--- src/rtl/fetch_prefetch_unit_pkg.sv ---
// fetch_prefetch_unit_pkg: shared widths and front-end state encoding
package fetch_prefetch_unit_pkg;
    localparam int IW = 16;
    localparam int PW = 16;
    typedef enum logic [1:0] {RUN, DRAIN, HALTED} fe_state_t;
endpackage

--- src/rtl/fetch_prefetch_unit_prefetch_fifo.sv ---
// prefetch_fifo: DEPTH-entry queue of {pc, instr} pairs with push/pop/clear
// ports: clk, rst (async active-low), push/wdata, pop, clear, rdata (head), count
module prefetch_fifo
    import fetch_prefetch_unit_pkg::*;
#(
    parameter int DEPTH = 4,
    localparam int AW = $clog2(DEPTH),
    localparam int W = PW + IW
) (
    input  logic          clk,
    input  logic          rst,
    input  logic          push,
    input  logic          pop,
    input  logic          clear,
    input  logic [W-1:0]  wdata,
    output logic [W-1:0]  rdata,
    output logic [AW:0]   count
);
    logic [W-1:0] mem [DEPTH];
    logic [AW-1:0] rp;
    logic [AW-1:0] wp;
    // storage is cleared on reset so the head reads as zero until the first push
    always_ff @(posedge clk or negedge rst) begin
        if (!rst) begin
            mem <= '{default: '0};
            rp <= '0;
            wp <= '0;
            count <= '0;
        end else if (clear) begin
            rp <= '0;
            wp <= '0;
            count <= '0;
        end else begin
            if (push) begin
                mem[wp] <= wdata;
                wp <= wp + 1'b1;
            end
            if (pop) rp <= rp + 1'b1;
            count <= count + (AW+1)'(push) - (AW+1)'(pop);
        end
    end
    assign rdata = mem[rp];
endmodule

--- src/rtl/fetch_prefetch_unit.sv ---
// fetch_prefetch_unit: PC owner, imem request issue and prefetch queue feeding IF/ID
// ports: clk, rst (async active-low); imem_req/imem_addr/imem_rdata to the synchronous
// instruction memory; if_valid/if_ready/if_instr/if_pc/if_pc_plus1 to IF/ID;
// redirect/redirect_pc from downstream; halt in, done out; fetch_count of delivered instructions
module fetch_prefetch_unit
    import fetch_prefetch_unit_pkg::*;
#(
    parameter int DEPTH = 4,
    parameter logic [PW-1:0] RESET_PC = 16'h0000
) (
    input  logic          clk,
    input  logic          rst,
    output logic          imem_req,
    output logic [PW-1:0] imem_addr,
    input  logic [IW-1:0] imem_rdata,
    output logic          if_valid,
    input  logic          if_ready,
    output logic [IW-1:0] if_instr,
    output logic [PW-1:0] if_pc,
    output logic [PW-1:0] if_pc_plus1,
    input  logic          redirect,
    input  logic [PW-1:0] redirect_pc,
    input  logic          halt,
    output logic          done,
    output logic [31:0]   fetch_count
);
    localparam int AW = $clog2(DEPTH);
    fe_state_t state;
    fe_state_t state_nx;
    logic [PW-1:0] fetch_pc;
    logic [PW-1:0] tag_pc;
    logic epoch;
    logic tag_epoch;
    logic inflight;
    logic flush;
    logic pop;
    logic push;
    logic [AW:0] count;
    logic [AW:0] occ;
    logic [PW+IW-1:0] head;
    assign flush = redirect && state != HALTED;
    assign if_valid = count != '0 && state != HALTED;
    assign pop = if_valid && if_ready && !flush;
    assign push = inflight && tag_epoch == epoch && !flush;
    // credit: entries held plus the read in flight, net of this cycle's pop
    assign occ = count + (AW+1)'(inflight) - (AW+1)'(pop);
    // gating with rst keeps the request low throughout asynchronous reset
    assign imem_req = rst && state == RUN && !halt && !flush && occ < (AW+1)'(DEPTH);
    assign imem_addr = fetch_pc;
    assign {if_pc, if_instr} = head;
    assign if_pc_plus1 = if_pc + 1'b1;
    assign done = state == HALTED;
    always_comb begin
        state_nx = state;
        state_nx = (state == RUN && halt) ? DRAIN
                 : (state == DRAIN && count == '0 && !inflight) ? HALTED
                 : state;
    end
    always_ff @(posedge clk or negedge rst) begin
        if (!rst) begin
            state <= RUN;
            fetch_pc <= RESET_PC;
            epoch <= 1'b0;
            inflight <= 1'b0;
            tag_pc <= '0;
            tag_epoch <= 1'b0;
            fetch_count <= '0;
        end else begin
            state <= state_nx;
            fetch_pc <= flush ? redirect_pc : imem_req ? fetch_pc + 1'b1 : fetch_pc;
            epoch <= epoch ^ flush;
            inflight <= imem_req;
            tag_pc <= fetch_pc;
            tag_epoch <= epoch;
            fetch_count <= fetch_count + 32'(pop);
        end
    end
    prefetch_fifo #(.DEPTH(DEPTH)) u_fifo (
        .clk   (clk),
        .rst   (rst),
        .push  (push),
        .pop   (pop),
        .clear (flush),
        .wdata ({tag_pc, imem_rdata}),
        .rdata (head),
        .count (count)
    );
endmodule
--- config.mk ---
export PLATFORM = sky130hd
export DESIGN_NAME = fetch_prefetch_unit
export DESIGN_NICKNAME = d
export VERILOG_FILES = /design/src/rtl/fetch_prefetch_unit_pkg.sv /design/src/rtl/fetch_prefetch_unit_prefetch_fifo.sv /design/src/rtl/fetch_prefetch_unit.sv
export SDC_FILE = /design/constraint.sdc
export NUM_CORES = 1
export LEC_CHECK = 0
export CAP_MARGIN = 20
export CELL_PAD_IN_SITES_DETAIL_PLACEMENT = 0
export CELL_PAD_IN_SITES_GLOBAL_PLACEMENT = 1
export CORE_ASPECT_RATIO = 0.8
export CORE_MARGIN = 5
export CORE_UTILIZATION = 45
export CTS_CLUSTER_DIAMETER = 30
export DETAILED_ROUTE_END_ITERATION = 10
export PLACE_DENSITY_LB_ADDON = 0.1
export SLEW_MARGIN = 40
export SYNTH_ARGS = -nofsm -noshare
export SYNTH_HDL_FRONTEND = slang
export SYNTH_SLANG_ARGS = --single-unit
--- constraint.sdc ---
create_clock -name clk -period 3.6 [get_ports clk]
set_input_delay 0.72 -clock clk [delete_from_list [all_inputs] [get_ports clk]]
set_output_delay 0.72 -clock clk [all_outputs]
set_load 0.03 [all_outputs]
==> flow_metrics.tcl <==
set metrics [dict create \
    netlist-cell-type-count 49 \
    placedInstanceArea_sq_um 10950 \
    net-switching-power_uw 2525 \
    setup.worst_path.start_class "input port" \
    comb_power_share_pct 19.4 \
    core-area_sq_um 19970 \
    critical_path_class "in -> out" \
    pwr_density_cell_nw_per_um2 683.1 \
    post-route-cell-area_sq_um 12390 \
    slew-limit-headroom_pct 57.75 \
    largest_net_degree_at_the_start_of_global_routing 71 \
    cts_hold_buf 0 \
    dr.first_iter.drc_count 265 \
    first_pass_iters 4 \
    clk-insertion-delay-late_ps 510 \
    fp.dieArea_sq_um 23430 \
    power.switching_fraction_pct 29.82 \
    htree_levels 2 \
    synth_largest_area_cell "dfrtp_1" \
    number_of_global_route_vias_before_repair 6581 \
    postSynthNetCount 703 \
    grt_pass1_wl_mm 35.14 \
    nets 878 \
    ys_ff_latch 204 \
    routed_wirelength_mm 21.63 \
    area_share_of_the_largest_cell_type_after_synthesis_pct 55.46 \
    regArea_sq_um 5111 \
    cts_max_path_buffers 3 \
    place_hpwl_mm 14.80 \
    postSynthCellCount 654 \
    multi_input_comb_area_sq_um 3931 \
    timing_hold_violations_final 0 \
    post-route-min-period_ps 3476 \
    fmax_mhz 287.7 \
    status "completed" \
    die_w_um 169.9 \
    antenna_violating_nets_post_route 0 \
    cell_internal_pwr_uw 5942 \
    grt_remaining_overflow 0 \
    yosys-top-cells-area "dfrtp_1 55%, mux2_2 16%, mux4_2 5.4%" \
    slew_viol_final 0 \
    routed_via_density 5.311 \
    clkPwrFrac_pct 45.5 \
    worst_setup_margin_ps 124.4 \
    holdWs_ps 148.1 \
    height_of_the_chip_um 137.9 \
    globalplace.congestion 0.8152 \
    clock-skew-final_ps 19.89 \
    layout.filler_cells 1500 \
    critical_path.endpoint_type "primary output" \
    cap_viol_max_count 0 \
    floorplan.initialDensity_pct 46.09 \
    tritoncts.num_buffers 40 \
    post_layout_nonfiller_instances 1122 \
    final_util_pct 62.06 \
    synth_area_per_cell_sq_um 14.08 \
    path_clk_slew_ps 50 \
    synthToLayoutAreaGrowth_pct 34.65 \
    route.detailed.drc 0 \
    drive_above_1_share_pct 32.52 \
    io_pins 136 \
    rsz0062_at_grt "true" \
    mappedNetlistArea_sq_um 9205 \
    clock_tree.root_cell "clkbuf_16" \
    static-leakage-power_uw 0.005862 \
    clkSinkCount 204 \
    track_usage_pct 18.94 \
    place_inst 1050 \
    antenna_found_initial 0 \
    critPathArrivalTime_ps 2760 \
    row_count 46 \
    dp_worst_setup_slack_ps 70.83 \
    sequentialPowerShare_pct 35.2 \
    hp-class "in -> async" \
    tritoncts "built" \
    wl_per_cell_um 19.28 \
    cp_max_fo 2 \
    slew_worst_pin_ps 633.8 \
    worst-endpoint-required_ps 2880 \
    insertedDiodeCount 0 \
    dr_total_vias 5959 \
    ys.warnings.count 0 \
    yosysSeqAreaShare_pct 55.46 \
    vdd.ir_drop.worst_mv 0.4571 \
    setup_viol 0 \
    count_of_input_and_output_buffers 135 \
    fin_crit_sh_pct 96.54 \
]
## routing by layer
layer,global-route usage (%),share of wire [%],vias to the layer above
li1,-,-,2744
met1,26.51,45,3022
met2,30.32,47,154
met3,3.961,5.7,39
met4,5.410,1.8,0
met5,0,0,-
## registers in the layout (all words and copies together) (netlist names)
signal and count:
u_fifo.rp 2, u_fifo.count 3, u_fifo.wp 2, state 2
u_fifo.mem 128, imem_addr 16, inflight 1, tag_epoch 1
tag_pc 16, epoch 1, fetch_count 32
## layout by cell type (no fill, tap or decap), types with 6 or more instances in the layout
cell and n:
mux4_1 10, nand3_1 16, a31oi_1 6, nor2_1 20, xnor2_1 30, nand4_1 9
and3_1 10, o21ai_0 16, bufinv_16 7, clkbuf_16 41, inv_1 16, mux4_2 22
clkinv_2 7, xor2_1 29, dfrtp_1 199, ha_1 11, mux2_2 128, nand2_1 38
clkdlybuf4s50_1 120, buf_4 28
## worst paths after layout
| check | startpoint | end | slack (ps) | cells past startpoint |
|---|---|---|---|---|
| setup / recovery | if_ready | imem_req | 120 | 11 |
| max in group asynchronous | rst | u_fifo.mem[11]$_DFFE_PN0P_ | 2460 | 2 |
| hold / removal | rst | u_fifo.mem[63]$_DFFE_PN0P_ | 150 | 1 |
| min in group clk | epoch$_DFF_PN0_ | tag_epoch$_DFF_PN0_ | 450 | 0 |
| setup reg to reg | u_fifo.count[2]$_DFF_PN0_ | imem_addr[13]$_DFFE_PN0P_ | 740 | 13 |
| hold reg to reg | epoch$_DFF_PN0_ | tag_epoch$_DFF_PN0_ | 450 | 0 |
## logic make-up (layout without fill, tap and decap cells)
kind of cell / Yosys count / in the layout / synth area share [%]
and+or+nand+nor: 138 / 138 / 8.142
muxes: 161 / 161 / 24.00
AOI/OAI and AO/OA: 37 / 37 / 2.555
DFF: 204 / 204 / 55.46
adders and majority gates: 12 / 12 / 1.713
xor gates and xnor gates: 60 / 60 / 5.790
buffers and inverters: 42 / 246 / 2.338
## cell usage after synthesis (all sizes together)
cell type    n
a21oi        3
a31oi        6
and2         5
and3        10
and3b        1
and4         5
buf         23
clkbuf       3
dfrtp      204
fa           1
ha          11
inv         16
mux2       128
mux2i        1
mux4        32
nand2       44
nand2b       1
nand3       16
nand4        9
nor2        23
nor2b        2
nor3         8
nor4         5
o2111ai      5
o211ai       4
o21a         1
o21ai       17
o31ai        1
or2          1
or3          4
or4          4
xnor2       31
xor2        29
## power groups by stage
stage | sequential [uW] | combinational, uW | clock, uW
CTS | 2970 | 1640 | 3920
global placement | 2970 | 1600 | 0
global route | 3030 | 1770 | 4030
detailed placement | 3000 | 1620 | 0
floorplan | 3040 | 832 | 0
finish | 2980 | 1640 | 3850
## metrics by stage
step | power [uW] | setup TNS (ps)
floorplan | 3872 | 0
global placement | 4570 | 0
detailed placement | 4621 | 0
CTS | 8529 | 0
global route | 8830 | -40.64
finish | 8466 | 0
## cell type report
cell class | instances | area share [%]
Sequential cell | 204 | 41.24
Multi-Input combinational cell | 408 | 31.72
Timing Repair Buffer | 159 | 12.56
Clock buffer | 48 | 8.732
Tap cell | 264 | 2.665
Clock inverter | 23 | 2.604
Inverter | 16 | 0.4846
## what timing repair did
action,4_1_cts,5_1_grt
pin swaps,0,4
gates resized for setup,7,13
endpoints found under the setup margin,5,4
setup buffers,0,1
## critical path, stage by stage
cell             delay [ps]
clkdlybuf4s50_1         500
nand2_2                  90
nor2_4                  130
ha_1                    150
inv_1                    70
ha_1                    260
and3b_1                 200
o21a_1                  210
o21ai_2                 150
inv_1                    80
buf_4                   170
No activity file was read; power rests on OpenSTA's default activity.
